`config.mk`:
```
export PLATFORM = sky130hd
export DESIGN_NAME = raster_scheduler
export DESIGN_NICKNAME = d
export VERILOG_FILES = /design/src/rtl/raster_scheduler.sv
export SDC_FILE = /design/constraint.sdc
export NUM_CORES = 1
export LEC_CHECK = 0
export ABC_CLOCK_PERIOD_IN_PS = 2660
export CORE_MARGIN = 4
export CORE_UTILIZATION = 46
export DETAILED_ROUTE_END_ITERATION = 8
export GPL_TIMING_DRIVEN = 0
export PLACE_DENSITY_LB_ADDON = 0.25
export SYNTH_ARGS = -nofsm -noshare
export SYNTH_HDL_FRONTEND = slang
export SYNTH_SLANG_ARGS = --single-unit
```
`constraint.sdc`:
```
create_clock -name clk_in -period 2.66 [get_ports clk_in]
set_input_delay 0.399 -clock clk_in [delete_from_list [all_inputs] [get_ports clk_in]]
set_output_delay 0.399 -clock clk_in [all_outputs]
set_load 0.01 [all_outputs]
```
`src/rtl/raster_scheduler.sv`:
```
// raster_scheduler: frame-level sequencer that walks the projected-particle
// memory, culls off-screen or zero-radius records and issues the rest to the
// rasterizer one at a time.
//   clk_in, rst_in (async, active-low)
//   frame_start_in/particle_count_in : frame request (accepted only in IDLE)
//   mem_rd_out/mem_addr_out/mem_data_in : particle memory read port
//   rast_ready_in/rast_valid_out/rast_*_out : rasterizer handshake and fields
//   busy_out/frame_done_out/issued_count_out/culled_count_out : frame status
module raster_scheduler #(
    parameter int MAX_PARTICLES = 1024,
    parameter int ADDR_WIDTH    = 10,
    parameter int WIDTH         = 320,
    parameter int HEIGHT        = 180,
    parameter int MEM_LATENCY   = 2
) (
    input  logic                  clk_in,
    input  logic                  rst_in,
    input  logic                  frame_start_in,
    input  logic [ADDR_WIDTH:0]   particle_count_in,
    output logic                  mem_rd_out,
    output logic [ADDR_WIDTH-1:0] mem_addr_out,
    input  logic [52:0]           mem_data_in,
    input  logic                  rast_ready_in,
    output logic                  rast_valid_out,
    output logic [10:0]           rast_hcount_out,
    output logic [9:0]            rast_vcount_out,
    output logic [15:0]           rast_depth_out,
    output logic [15:0]           rast_radius_out,
    output logic                  busy_out,
    output logic                  frame_done_out,
    output logic [ADDR_WIDTH:0]   issued_count_out,
    output logic [ADDR_WIDTH:0]   culled_count_out
);
    localparam int CW = ADDR_WIDTH + 1;
    localparam int WW = $clog2(MEM_LATENCY + 1);

    typedef enum logic [2:0] {S_IDLE, S_FETCH, S_WAIT, S_ISSUE, S_DRAIN, S_DONE} state_t;

    state_t                r_state, w_next;
    logic [ADDR_WIDTH-1:0] r_index;
    logic [CW-1:0]         r_count, r_issued, r_culled, w_count;
    logic [WW-1:0]         r_wait;
    logic                  r_drain;
    logic [10:0]           r_hcount;
    logic [9:0]            r_vcount;
    logic [15:0]           r_depth, r_radius;
    logic                  w_start, w_wait_last, w_last, w_cull;

    assign w_start     = r_state == S_IDLE && frame_start_in;
    assign w_count     = particle_count_in > CW'(MAX_PARTICLES) ? CW'(MAX_PARTICLES) : particle_count_in;
    assign w_wait_last = r_wait == WW'(MEM_LATENCY - 1);
    assign w_last      = CW'(r_index) + CW'(1) == r_count;
    // Culling looks at the raw memory word on the final WAIT cycle, so a culled
    // record costs only FETCH plus the read latency.
    assign w_cull      = mem_data_in[52:42] >= 11'(WIDTH) || mem_data_in[41:32] >= 10'(HEIGHT)
                         || mem_data_in[15:0] == 16'd0;

    assign mem_addr_out     = r_index;
    assign rast_hcount_out  = r_hcount;
    assign rast_vcount_out  = r_vcount;
    assign rast_depth_out   = r_depth;
    assign rast_radius_out  = r_radius;
    assign issued_count_out = r_issued;
    assign culled_count_out = r_culled;

    always_ff @(posedge clk_in or negedge rst_in) begin
        if (!rst_in) r_state <= S_IDLE;
        else         r_state <= w_next;
    end

    always_comb begin
        w_next         = r_state;
        mem_rd_out     = 1'b0;
        rast_valid_out = 1'b0;
        frame_done_out = 1'b0;
        busy_out       = r_state != S_IDLE;
        case (r_state)
            S_IDLE:  if (frame_start_in) w_next = w_count == '0 ? S_DONE : S_FETCH;
            S_FETCH: begin
                mem_rd_out = 1'b1;
                w_next     = S_WAIT;
            end
            S_WAIT:  if (w_wait_last) w_next = !w_cull ? S_ISSUE : w_last ? S_DRAIN : S_FETCH;
            S_ISSUE: if (rast_ready_in) begin
                rast_valid_out = 1'b1;
                w_next         = w_last ? S_DRAIN : S_FETCH;
            end
            // The first DRAIN cycle never samples ready, giving the rasterizer
            // time to drop ready_out after the last issue.
            S_DRAIN: if (r_drain && rast_ready_in) w_next = S_DONE;
            S_DONE:  begin
                frame_done_out = 1'b1;
                w_next         = S_IDLE;
            end
            default: w_next = S_IDLE;
        endcase
    end

    always_ff @(posedge clk_in or negedge rst_in) begin
        if (!rst_in) begin
            r_count  <= '0;
            r_index  <= '0;
            r_issued <= '0;
            r_culled <= '0;
            r_wait   <= '0;
            r_drain  <= 1'b0;
            r_hcount <= '0;
            r_vcount <= '0;
            r_depth  <= '0;
            r_radius <= '0;
        end else begin
            if (w_start) begin
                r_count  <= w_count;
                r_index  <= '0;
                r_issued <= '0;
                r_culled <= '0;
            end
            if (r_state != S_IDLE && w_next == S_FETCH) r_index <= r_index + ADDR_WIDTH'(1);
            r_wait  <= (r_state == S_WAIT && !w_wait_last) ? r_wait + WW'(1) : '0;
            r_drain <= r_state == S_DRAIN;
            if (r_state == S_WAIT && w_wait_last) begin
                r_hcount <= mem_data_in[52:42];
                r_vcount <= mem_data_in[41:32];
                r_depth  <= mem_data_in[31:16];
                r_radius <= mem_data_in[15:0];
                r_culled <= r_culled + CW'(w_cull);
            end
            if (rast_valid_out) r_issued <= r_issued + CW'(1);
        end
    end
endmodule

```
Word level (Yosys, flattened, before mapping)
Cells that the tools add are included. Widths: inputs -> output; s select.

Add/sub/neg operators: 5. $lt $le $gt $ge: 3. Equal/unequal tests: 8. Multiplexer cells: 19. Reduce and logical (&&, ||, !) cells: 15.

Operator list (count): $mux 11 (4); $mux 3 (7); $mux 10 (2); $logic_not 16->1 (1); $pmux 3 s5 (1); $add 10x1->11 const B (1); $add 11x1->11 (1); $add 11x1->11 const B (1); $eq 11x11->1 (1); $ge 11x9->1 const B (1); $gt 11x11->1 const B (1); $logic_not 11->1 (1); $add 10x1->10 const B (1); $ge 10x8->1 const B (1); $eq 3x1->1 const B (2); $eq 3x2->1 const B (2); $eq 3x3->1 const B (2); $reduce_bool 2->1 (3); $logic_and 1x1->1 (5); $mux 1 (4); $logic_not 3->1 (1); $reduce_bool 3->1 (1); $add 2x1->2 const B (1); $eq 2x1->1 const B (1); other kinds (3) (4).

Bits in registers: 102.

Longest topological paths before layout
Depth in word-level cells: 9. Gate-level depth with buffers: 11. Depth with buffers taken out: 10.

Least setup slack after synthesis
No wires, ideal clock.

Path kind: flip-flop to flip-flop. Start: register r_index[0], in the netlist mem_addr_out[0]. End: register r_index[8], in the netlist mem_addr_out[8]. Setup time: 0.137 ns. Arrival time: 2.215 ns. Setup slack: 0.308 ns. Stages on the path, launching flop included: 11. Buffers on the path: 1. Path through: dfrtp_1 > ha_1 > and2_2 > buf_4 > nand3_1 > xor2_1 > o221a_2 > o2111a_1 > o21ai_1 > a21boi_4 > o22ai_1.

Word-level cells in the longest chain between the ends: 9. Elaborated cells on any way between the ends: 12. Those cells by class: add/sub: 2; eq/ne: 2; mux: 6; reduce/logical: 2.

RTL lines: from (decl) (line 40) `logic [ADDR_WIDTH-1:0] r_index;`; from (signal assigned) (line 118) `if (r_state != S_IDLE && w_next == S_FETCH) r_index <= r_index + ADDR_WIDTH'(1);`; $add 10x1->11 (line 52) `assign w_last = CW'(r_index) + CW'(1) == r_count;`; $eq 11x11->1 (line 52); $mux 3 (line 83, 86); $mux 3 (2 in series) (line 83) `S_WAIT: if (w_wait_last) w_next = !w_cull ? S_ISSUE : w_last ? S_DRAIN : S_FETCH;`; $pmux 3 s5 (line 77) `case (r_state)`; $eq 3x1->1 (line 118); $logic_and 1x1->1 (line 118); $mux 10 / $reduce_bool 2->1 (equally long branches).

Several ways; a longest one is shown, not always the timed one. A chain may end at the register's enable or synchronous reset.

Worst setup path after layout
Start: input port mem_data_in[10]. End: register r_culled[10], in the netlist culled_count_out[10].

Word-level cells in the longest chain between the ends: 4.

RTL lines: from (decl) (line 22) `input logic [52:0] mem_data_in,`; $logic_not 16->1 (line 56) `|| mem_data_in[15:0] == 16'd0;`; $logic_or 1x1->1 (line 56); $add 11x1->11 (line 126) `r_culled <= r_culled + CW'(w_cull);`; $mux 11 (line 121) `if (r_state == S_WAIT && w_wait_last) begin`; to (signal assigned) (line 126); to (decl) (line 41) `logic [CW-1:0] r_count, r_issued, r_culled, w_count;`.

No other way between the ends.

==> metrics.md <==
| Metric | Value |
|---|---|
| Crit path DAT | roughly 2.8 ns |
| Cell mode on critical path | nand4_1 |
| Grt ovf | 0 |
| P per Cell Area | 1080 nW/um^2 |
| Critical path class | in2reg |
| Final weighted congestion in routability-driven placement | 0.888 |
| Die Width | 110 um |
| Fraction of layout instances using a drive strength above 1 | 7.03% |
| Mean post-synth cell area | roughly 8.9 um^2 |
| Biggest area consumer among synthesized cells | dfrtp_1 |
| Syn_nets | 609 |
| Placed Cells | just over 800 |
| Final hold violations | 0 |
| Gr usage total | 22.6% |
| Reg-to-reg slack, setup | about 0.13 ns |
| Initial antenna violation count | 0 |
| 1st-pass router iterations | 4 |
| Pwr Total | 0.00733 W |
| Total wire length | 13,600 um |
| Synth top area share | 53.3% |
| CTS Root Cell | clkbuf_8 |
| YS warnings | 0 |
| Synthesis-to-layout area growth | 41.9% |
| Setup-failing EPs final | 0 |
| Global-route wire length before repair | 21,500 um |
| Min-Delay Path Class | in2async |
| Die area | 12,100 um^2 |
| Core Box Area | 9950 um^2 |
| Slew Limit Fails | 0 |
| Post-synthesis cell area | 4790 um^2 |
| DR vias/cell | 5.27 |
| # DRC | 0 |
| Gate Count Post-Synth | 536 |
| Library cells used by synthesis | 54 |
| Highest Clock Rate | 389 MHz |
| TritonCTS clock tree | yes |
| Worst vdd ir | 0.537 mV |
| I/O pin count | 157 |
| Antenna cell count | 0 |
| Reg2reg path depth | 11 |
| Sequential share of the synthesized area | about 53% |
| Hold_buf cts | 0 |
| TritonCTS Buffers | 9 |
| Port Buffer Count | about 160 |
| RR Startpoint | mem_addr_out[0] |
| Minimum clock period | 2.57 ns |
| Worst-Margin Slew | 0.674 ns |
| Clk buf depth | 2 |
| Layout Skew | 0.0108 ns |
| Run status | completed |
| CP cell instances | clkdlybuf4s50_1 -> nor4_2 -> nand4_1 -> nand4_1 -> ha_1 -> ha_1 -> nand4_1 -> or4_1 -> nand3_1 -> o21ai_0 |
| CP max-delay cell | clkdlybuf4s50_1 |
| Crit-path max FO | 5 |
| #FFs+latches synth | ~100 |
| Clock-pin slew on the worst setup and hold paths | 0.10 ns |
| Routed Antenna Nets | 0 |
| Area after DPL | 6550 um^2 |
| Max Cap Viol | 0 |
| Leak | 3.05 nW |
| Initial Utilization | 48.1% |
| Ys async rst share | 100% |
| Clock sink total | roughly 100 |
| Top cells by area, synth | dfrtp_1, nand2_1, o21ai_0 |
| Final Util | 68.3% |
| Commonest non-fill, non-tap cells in the layout | nand2_1, clkdlybuf4s50_1, dfrtp_1 |
| Detail Placement HPWL | slightly above 10,000 um |
| CP endpoint kind | flop |
| Via count | about 4,400 |
| Post-route cell area | a little under 7000 um^2 |
| Finished Layout Cells | 844 |
| Commonest register cell after synthesis | dfrtp_1 |
| Std cell rows | 36 |
| R2R Path End | mem_addr_out[1] |
| Slew HR | 55.1% |
| Number of global-route vias before repair | 4,496 |
| Fin Hold WS | 0.0648 ns |
| Crit-path max cell delay | 0.47 ns |
| Final worst path period share | between 90 and 100% |
| Most common cell after layout, fill and taps aside | nand2_1 |
| Nets | 780 |
| Critical Path RT | between 2 and 3 ns |
| Die height | about 110 um |
| Pin count of the biggest net entering global routing | 54 |
| Fillers | around 800 |
| Clock latency at the later pin of the worst-skew pair | 0.36 ns |
| CTS H-tree depth | 3 |
| Wire per inst | 16.1 um |
| Startpoint types | primary input |
| Starting DRT DRC Count | approximately 230 |
| EDFF count, synth | 0 |
[worst max-delay path: cells and delay by family]
kind	cells	cell delay, ns
AO/OA/AOI/OAI	1	0.08
adder cells (fa/ha/maj)	2	0.48
buffers and inverters	1	0.47
AND/OR/NAND/NOR	6	1.38
[synth_stat cells (2+ instances only)]
cell,n
dfrtp_1,102
nor3_1,6
nand2b_1,6
a21oi_1,15
mux2i_1,2
nor3b_1,2
clkbuf_1,15
xor2_1,6
a31oi_1,7
o22ai_1,8
o31ai_1,2
nor4_1,11
nand4_1,13
nor2_1,21
and3_1,4
o211ai_1,2
buf_4,2
o21ai_1,3
nor3_4,2
and2_2,2
ha_1,5
xnor2_1,8
buf_2,3
buf_1,4
o21ai_0,33
inv_1,14
or3_1,3
or2_2,3
nand3_1,14
nand2_1,187
nand3b_1,2
a22o_1,7
[logic make-up after synthesis]
family,synth area share (%)
xor+xnor,2.56
buf+inv,3.52
fa+ha+maj,1.31
mux,0.418
compound gates,11.8
flops,53.3
simple gates,27.1
[how the worst max path moves through the flow]
stage	startpoint	end	slack (ns)	depth (start not counted)
global route	mem_addr_out[0]	mem_addr_out[1]	-0.009	11
global placement	rst_in	rast_depth_out[2]	-2.70	1
floorplan	mem_addr_out[0]	mem_addr_out[8]	0.31	10
finish	mem_data_in[10]	culled_count_out[10]	0.09	10
detailed placement	mem_data_in[2]	culled_count_out[10]	-0.34	10
CTS	mem_addr_out[0]	mem_addr_out[5]	0.01	10
[per-stage QoR]
stage / setup WS, ns / TNS (ns)
5_1_grt: -0.00938 / -0.00938
3_5_place_dp: -0.338 / -1.81
6_report: 0.0876 / 0
4_1_cts: 0.0137 / 0
2_1_floorplan: 0.308 / 0
3_3_place_gp: -2.70 / -275.49
[sequential cells by signal, indices dropped and copies added, names as in the netlist, 2 cells and up]
name              flops
rast_depth_out       16
rast_radius_out      16
culled_count_out     11
issued_count_out     11
r_count              11
rast_hcount_out      11
mem_addr_out         10
rast_vcount_out      10
r_state               3
r_wait                2
[layer usage]
metal	part of all wire (%)	global-route usage (%)	routed length (um)	up-vias
met5	0	0	0	-
met4	1.3	6.68	174	0
met3	11	9.09	1430	17
met2	48	36.4	6480	159
met1	40	28.2	5480	2111
li1	-	-	-	2161
[timing repair]
| item | CTS | global route |
|---|---|---|
| cloned | 0 | 1 |
| setup endpoints to repair | 8 | 23 |
| gates resized for setup | 0 | 9 |
| pin swaps | 1 | 1 |
| buffers inserted | 0 | 3 |
[power by group]
part           internal, W  switching, W  total, W
registers          0.00216      0.000465   0.00263
clock network     0.000433      0.000535  0.000968
logic              0.00181       0.00193   0.00373
total              0.00440       0.00293   0.00733
[cell type report]
| class | instances | area (um^2) | area share, % |
|---|---|---|---|
| clock inverter | 5 | 58.8 | 0.865 |
| sequential | 102 | 2550 | 37.6 |
| tap | 133 | 166 | 2.45 |
| inverter | 15 | 56.3 | 0.828 |
| clock buffer | 10 | 128 | 1.88 |
| timing repair buffer | 160 | 1620 | 23.8 |
| multi-input combinational | 395 | 2100 | 30.9 |
| buffer | 24 | 111 | 1.64 |
Note: power is estimated with default switching activity, not from simulation.
